$ cat src/rtl/pipe_pkg.sv
// Shared definitions for the inter-stage pipeline registers of the 5-stage core.
// Latency: none (package only).
// Backpressure: none (package only).
package pipe_pkg;

  // Bit positions inside the default control bundle
  localparam int CTRL_REGWRITE = 0;
  localparam int CTRL_MEMTOREG = 1;
  localparam int CTRL_MEMREAD  = 2;
  localparam int CTRL_MEMWRITE = 3;

  // Default widths of the control bundle and destination register index
  localparam int CTRL_W_DEF = 4;
  localparam int RD_W_DEF   = 5;

  // Default control bundle; the last member is bit 0, matching the indices above
  typedef struct packed {
    logic memwrite;
    logic memread;
    logic memtoreg;
    logic regwrite;
  } ctrl_t;

endpackage

$ cat src/rtl/pipe_stage_slot.sv
// One pipeline register slot holding {valid, ctrl, rd, data}; priority flush > stall > advance.
// Latency: 1 cycle from source to slot contents.
// Backpressure: stall holds every field; flush inserts a bubble even while stalled.
module pipe_stage_slot
  import pipe_pkg::*;
#(
  parameter int CTRL_W = CTRL_W_DEF,
  parameter int DATA_W = 64,
  parameter int RD_W   = RD_W_DEF
) (
  input  logic              clk,
  input  logic              rst,
  input  logic              flush,
  input  logic              stall,
  input  logic              src_valid,
  input  logic [CTRL_W-1:0] src_ctrl,
  input  logic [RD_W-1:0]   src_rd,
  input  logic [DATA_W-1:0] src_data,
  output logic              valid,
  output logic [CTRL_W-1:0] ctrl,
  output logic [RD_W-1:0]   rd,
  output logic [DATA_W-1:0] data
);

  // Loads happen only on advance; data additionally only when carrying a real instruction
  logic advance;
  logic data_en;

  assign advance = !flush && !stall;
  assign data_en = advance && src_valid;

  // Control side: a bubble (flushed or invalid source) always carries zero ctrl/rd
  always_ff @(posedge clk or negedge rst) begin
    if (!rst) begin
      valid <= 1'b0;
      ctrl  <= '0;
      rd    <= '0;
    end else if (flush) begin
      valid <= 1'b0;
      ctrl  <= '0;
      rd    <= '0;
    end else if (!stall) begin
      valid <= src_valid;
      ctrl  <= src_valid ? src_ctrl : '0;
      rd    <= src_valid ? src_rd   : '0;
    end
  end

  // Payload side: enable-only register so bubbles leave the wide data untouched
  always_ff @(posedge clk or negedge rst) begin
    if (!rst) begin
      data <= '0;
    end else if (data_en) begin
      data <= src_data;
    end
  end

endmodule

$ cat src/rtl/pipe_stage_reg.sv
// Parametrised inter-stage pipeline register (DEPTH slots) with per-slot flush and global stall.
// Latency: DEPTH cycles input to output; outputs come straight from the last slot's registers.
// Backpressure: stall_i freezes all slots not being flushed. Optional counters: PIPE_STAGE_REG_PERF_EN.
module pipe_stage_reg
  import pipe_pkg::*;
#(
  parameter int CTRL_W = CTRL_W_DEF,
  parameter int DATA_W = 64,
  parameter int RD_W   = RD_W_DEF,
  parameter int DEPTH  = 1
) (
  input  logic              clk,
  input  logic              rst,
  input  logic              stall_i,
  input  logic [DEPTH-1:0]  flush_i,
  input  logic              valid_i,
  input  logic [CTRL_W-1:0] ctrl_i,
  input  logic [DATA_W-1:0] data_i,
  input  logic [RD_W-1:0]   rd_i,
  output logic              valid_o,
  output logic [CTRL_W-1:0] ctrl_o,
  output logic [DATA_W-1:0] data_o,
  output logic [RD_W-1:0]   rd_o,
  output logic              busy_o
`ifdef PIPE_STAGE_REG_PERF_EN
  ,
  output logic [31:0]       stall_cnt_o,
  output logic [31:0]       bubble_cnt_o
`endif
);

  if (DEPTH < 1 || CTRL_W < 1 || DATA_W < 1 || RD_W < 1) begin : g_bad_param
    $error("pipe_stage_reg: DEPTH and all widths must be >= 1");
  end

  // Per-slot source and state; slot k's source is slot k-1, slot 0's is the input ports
  logic [DEPTH-1:0]  src_valid;
  logic [CTRL_W-1:0] src_ctrl   [DEPTH];
  logic [RD_W-1:0]   src_rd     [DEPTH];
  logic [DATA_W-1:0] src_data   [DEPTH];
  logic [DEPTH-1:0]  slot_valid;
  logic [CTRL_W-1:0] slot_ctrl  [DEPTH];
  logic [RD_W-1:0]   slot_rd    [DEPTH];
  logic [DATA_W-1:0] slot_data  [DEPTH];

  for (genvar k = 0; k < DEPTH; k++) begin : g_slot
    if (k == 0) begin : g_src_in
      assign src_valid[k] = valid_i;
      assign src_ctrl[k]  = ctrl_i;
      assign src_rd[k]    = rd_i;
      assign src_data[k]  = data_i;
    end else begin : g_src_prev
      assign src_valid[k] = slot_valid[k-1];
      assign src_ctrl[k]  = slot_ctrl[k-1];
      assign src_rd[k]    = slot_rd[k-1];
      assign src_data[k]  = slot_data[k-1];
    end

    pipe_stage_slot #(
      .CTRL_W (CTRL_W),
      .DATA_W (DATA_W),
      .RD_W   (RD_W)
    ) u_slot (
      .clk       (clk),
      .rst       (rst),
      .flush     (flush_i[k]),
      .stall     (stall_i),
      .src_valid (src_valid[k]),
      .src_ctrl  (src_ctrl[k]),
      .src_rd    (src_rd[k]),
      .src_data  (src_data[k]),
      .valid     (slot_valid[k]),
      .ctrl      (slot_ctrl[k]),
      .rd        (slot_rd[k]),
      .data      (slot_data[k])
    );
  end

  assign valid_o = slot_valid[DEPTH-1];
  assign ctrl_o  = slot_ctrl[DEPTH-1];
  assign rd_o    = slot_rd[DEPTH-1];
  assign data_o  = slot_data[DEPTH-1];
  assign busy_o  = |slot_valid;

`ifdef PIPE_STAGE_REG_PERF_EN
  // Valid bit the output slot will hold after this edge (same priority as the slot itself)
  logic last_valid_nxt;

  assign last_valid_nxt = flush_i[DEPTH-1] ? 1'b0 :
                          stall_i          ? slot_valid[DEPTH-1] :
                                             src_valid[DEPTH-1];

  // Saturating event counters for stall edges and output-slot bubbles
  always_ff @(posedge clk or negedge rst) begin
    if (!rst) begin
      stall_cnt_o  <= '0;
      bubble_cnt_o <= '0;
    end else begin
      if (stall_i && stall_cnt_o != 32'hFFFF_FFFF) begin
        stall_cnt_o <= stall_cnt_o + 32'd1;
      end
      if (!last_valid_nxt && bubble_cnt_o != 32'hFFFF_FFFF) begin
        bubble_cnt_o <= bubble_cnt_o + 32'd1;
      end
    end
  end
`endif

endmodule

$ cat config.mk
export PLATFORM = sky130hd
export DESIGN_NAME = pipe_stage_reg
export DESIGN_NICKNAME = d
export VERILOG_FILES = /design/src/rtl/pipe_pkg.sv /design/src/rtl/pipe_stage_slot.sv /design/src/rtl/pipe_stage_reg.sv
export SDC_FILE = /design/constraint.sdc
export NUM_CORES = 1
export LEC_CHECK = 0
export BUFFER_PORTS_ARGS = -buffer_cell sky130_fd_sc_hd__buf_2
export CORE_ASPECT_RATIO = 0.6
export CORE_MARGIN = 8
export CORE_UTILIZATION = 35
export DETAILED_ROUTE_END_ITERATION = 10
export HOLD_SLACK_MARGIN = 0.02
export PLACE_DENSITY = 0.75
export RECOVER_POWER = 50
export SLEW_MARGIN = 15
export SYNTH_ARGS = -nofsm -noshare
export SYNTH_HDL_FRONTEND = slang
export SYNTH_SLANG_ARGS = --single-unit
$ cat constraint.sdc
create_clock -name clk -period 0.8 [get_ports clk]
set_input_delay 0.04 -clock clk [delete_from_list [all_inputs] [get_ports clk]]
set_output_delay 0.04 -clock clk [all_outputs]
set_load 0.01 [all_outputs]
## Word-level counts from Yosys, hierarchy flattened

Cells that the tools add are included.

| cells by class | value |
|---|---|
| equality and inequality tests | 1 |
| multiplexer cells | 8 |
| reduce and logical (&&, ||, !) cells | 4 |

Operators with widths:

| cell | count |
|---|---|
| 5-bit two-way mux | 3 |
| 4-bit two-way mux | 3 |
| 1-bit logical AND | 2 |
| 1-bit zero test | 2 |
| 1-bit two-way mux | 2 |
| 2-bit by 1-bit inequality test with 1-bit output, second input constant | 1 |

| storage, ports and cells | value |
|---|---|
| register bits after elaboration | 74 |
| output and inout port bits | 75 |

## Longest topological paths before layout

| depth | value |
|---|---|
| word-level depth | 3 |
| gate-level depth with buffers | 4 |
| mapped depth without buffers | 2 |

## Cells and area by module

A second synthesis with hierarchy kept.

| unflattened totals | value |
|---|---|
| cells, all modules | 180 |
| area, all modules | 3125.5 um^2 |

Modules (own cells, without submodules):

| module | instances | cells an instance | area an instance (um^2) | sequential area each (um^2) |
|---|---|---|---|---|
| pipe_stage_slot | 1 | 179 | 3118.0 | 1851.8 |
| pipe_stage_reg | 1 | 1 | 7.5 | 0.0 |

## Worst setup path before layout

Ideal clock, no wire load.

| path | value |
|---|---|
| path kind | input port to flip-flop |
| start point | input flush_i |
| end point | register g_slot[0].u_slot.data[0] |
| library setup time | 0.125 ns |
| arrival | 0.863 ns |
| required time | 0.675 ns |
| path slack | -0.188 ns |
| stages on the path | 4 |
| path through | nor3b_2 -> buf_6 -> buf_12 -> mux2_4 |

| between the ends | value |
|---|---|
| cells in the longest elaborated chain, start to end | 3 |

RTL lines:

| what | RTL line | RTL |
|---|---|---|
| start, declared | pipe_stage_reg.sv:15 | `input logic [DEPTH-1:0] flush_i,` |
| 1-bit zero test | pipe_stage_slot.sv:29 | `assign advance = !flush && !stall;` |
| 1-bit logical AND | pipe_stage_slot.sv:29 |  |
| 1-bit logical AND | pipe_stage_slot.sv:30 | `assign data_en = advance && src_valid;` |
| end signal, assigned | pipe_stage_slot.sv:54 | `data <= src_data;` |
| end, declared | pipe_stage_slot.sv:22 | `output logic [DATA_W-1:0] data` |

No other way between the ends.
A chain may end at the register's enable or synchronous reset.

## Final worst setup path

| path | value |
|---|---|
| start point | register g_slot[0].u_slot.data[46] |
| end point | output data_o[46] |

RTL lines:

| what | RTL line | RTL |
|---|---|---|
| end, declared | pipe_stage_reg.sv:22 | `output logic [DATA_W-1:0] data_o,` |

No word-level cell between the ends.

==> run_results.csv <==
group,metric,value,unit
timing,holdWs,0.04368,ns
power_and_ir_drop,total_leakage_power,2.866,nW
floorplanning,core,8588,µm²
clock_network,root_buffer,"clkbuf_16",
synth,ys_ff_latch,74,
route,vias,2603,
timing,finalSetupViolCount,130,
timing,fin_crit_sh,118.1,%
critical_path,critical_path_buf_inv_count,1,
job,maxCapViolations,0,
synth,syn_nets,258,
worst_hold_path,min_path_cells,3,
clock_network,cts.sinks,74,
route,wl_per_cell,18.89,µm
route,drt_iter0_drc,100,
place,numPortBuffers,152,
timing,setup_slack,-0.1445,ns
global_routing,grt_usage,16.45,%
timing,clock_skew,0,ns
global_routing,grt_pass1_vias,2927,
layout,area_growth,84.51,%
worst_hold_path,whs_endpoint,"g_slot[0].u_slot.rd[1]",
critical_path,rrSetupSlack,-0.13,ns
floorplanning,io-pin-count,153,
floorplanning,start_util,36.39,%
synth,synth_area_per_cell,17.36,µm²
floorplanning,fp-row-count,26,
critical_path,r2r_cells,2,
run_status,violations,"negative setup slack",
layout,final_common_cell,"buf_2",
route,drt_wl_total,10880,µm
clock_network,cts_max_level,3,
synth,synth-seq-area-share,59.25,%
critical_path,path_class,"reg -> out",
clock_network,path_clk_slew,0.06,ns
global_routing,grt_remaining_overflow,0,
floorplanning,dieArea,12310,µm²
power_and_ir_drop,ir_drop,1.149,mV
critical_path,worstPathArrival,0.90,ns
timing,rsz0062_at_grt,"yes",
clock_network,clk_path_buf_depth,2,
place,dp_hpwl,5898,µm
layout,fin_nets,536,
worst_hold_path,min_path_type,"in -> reg",
timing,min_period,0.9445,ns
global_routing,grt_max_degree,75,
global_routing,grt_pass1_wl,15410,µm
critical_path,r2r_start,"g_slot[0].u_slot.data[46]",
floorplanning,die_h,89.20,µm
layout,drive_gt1_share,61.34,%
layout,final_cell_mix,"buf_2 (125), dfrtp_1 (74), dlygate4sd3_1 (74)",
critical_path,crit_cells,1,
critical_path,cp_max_fo,2,
synth,yosys.cell_types.count,14,
timing,fmax,1059,MHz
timing,slew_headroom,74.79,%
timing,worst_pin_slew,0.3781,ns
floorplanning,dieWidth,138.0,µm
critical_path,critPathTopFamily,"flip-flops",
critical_path,startpoint_type,"register",
critical_path,critPathRequiredTime,0.76,ns
worst_hold_path,min_from,"flush_i",
clock_network,cts_buffers,9,
route,avgViaCountPerCell,4.519,
synth,yosys_warnings,0,
synth,syn-cell-area,3125,µm²
global_routing,antenna_found_initial,1,
critical_path,crit_chain,"buf_2",
timing,tns,-10.67,ns
critical_path,worst_setup_path_end_kind,"primary output",
place,gp_congestion,0.7805,
run_status,status,"finished with violations",
critical_path,critical-path-max-stage-delay,0.42,ns
timing,hold_viol_final,0,
route,drtPass1Iterations,4,
route,drtAntennaViolNets,0,
clock_network,clk_latency,0.32,ns
power_and_ir_drop,powerDensity,2266,nW/µm²
timing,drv_slew,0,
critical_path,cpMaxStageDelayCell,"dfrtp_1",
route,post-route-drc-count,0,
synth,syn_inst,180,
clock_network,cts_tree,"built",
critical_path,reg2reg_to,"g_slot[0].u_slot.data[46]",
==> through the flow <==
step                cells  utilization [%]  instance area [µm²]  power, mW  setup slack (ns)
floorplan             180                -                 3132      6.134           -0.1865
global placement      445            46.90                 4028      7.208           -0.3697
detailed placement    445            46.90                 4028      7.299           -0.4000
CTS                   559            62.73                 5388      12.42           -0.1373
global route          576            67.15                 5767      13.64           -0.1715
finish                576            67.15                 5767      13.07           -0.1445
==> cell families (layout without fill, tap and decap cells) <==
group	Yosys count	in the layout	synth area share (%)
mux	65	65	30.58
buf+inv	12	295	4.964
other cells	0	1	0
compound gates	9	9	1.441
flops	74	74	59.25
simple gates	20	20	3.763
==> metal layers <==
layer	part of all wire (%)	vias up	routed length, µm	track usage [%]
met5	0	-	0	0
met4	1.2	0	135	4.074
met3	9.5	16	1035	6.453
met2	49	118	5343	28.60
met1	40	1291	4364	18.71
li1	-	1178	-	-
==> synth_stat cells <==
library cell / number / share of area, %
a21oi_1: 9 / 1.4
nand3b_1: 9 / 2.2
buf_12: 6 / 3.8
buf_4: 1 / 0.24
clkbuf_1: 3 / 0.36
mux2i_1: 1 / 0.32
nand2_1: 9 / 1.1
nor2_1: 1 / 0.12
mux2_2: 4 / 1.4
buf_2: 1 / 0.16
mux2_4: 60 / 29
nor3b_2: 1 / 0.40
dfrtp_1: 74 / 59
buf_6: 1 / 0.36
==> flip-flops by register name, indices dropped and copies added (netlist names) <==
name,cells
g_slot.u_slot.valid,1
g_slot.u_slot.ctrl,4
g_slot.u_slot.rd,5
g_slot.u_slot.data,64
==> repair_timing <==
item                                    CTS  global route
pin swaps                                 0             1
endpoints found under the setup margin  119           134
endpoints found under the hold margin   147             0
cloned                                    2             2
hold buffers                             74             0
resized for setup                        18            46
buffers inserted                         22            14
==> worst max-delay path by stage <==
stage / from / endpoint / slack [ns]
2_1_floorplan: flush_i / g_slot[0].u_slot.data[0] / -0.19
3_3_place_gp: flush_i / g_slot[0].u_slot.data[33] / -0.37
3_5_place_dp: flush_i / g_slot[0].u_slot.data[33] / -0.40
4_1_cts: g_slot[0].u_slot.valid / busy_o / -0.14
5_1_grt: g_slot[0].u_slot.data[49] / data_o[49] / -0.17
6_report: g_slot[0].u_slot.data[46] / data_o[46] / -0.14
==> power breakdown <==
part	internal [mW]	total, mW	switching (mW)
clock network	2.90	4.40	1.49
logic	2.48	3.78	1.31
registers	4.38	4.89	0.501
==> cell type report <==
type	count	area, µm²
diodes	1	2.502
clock buffers	12	256.5
clock inverters	4	73.82
fillers	592	2821
multi-input cells	94	1136
flip-flops and latches	74	1852
well taps	112	140.1
repair buffers	279	2306
(Power assumes the default switching activity.)
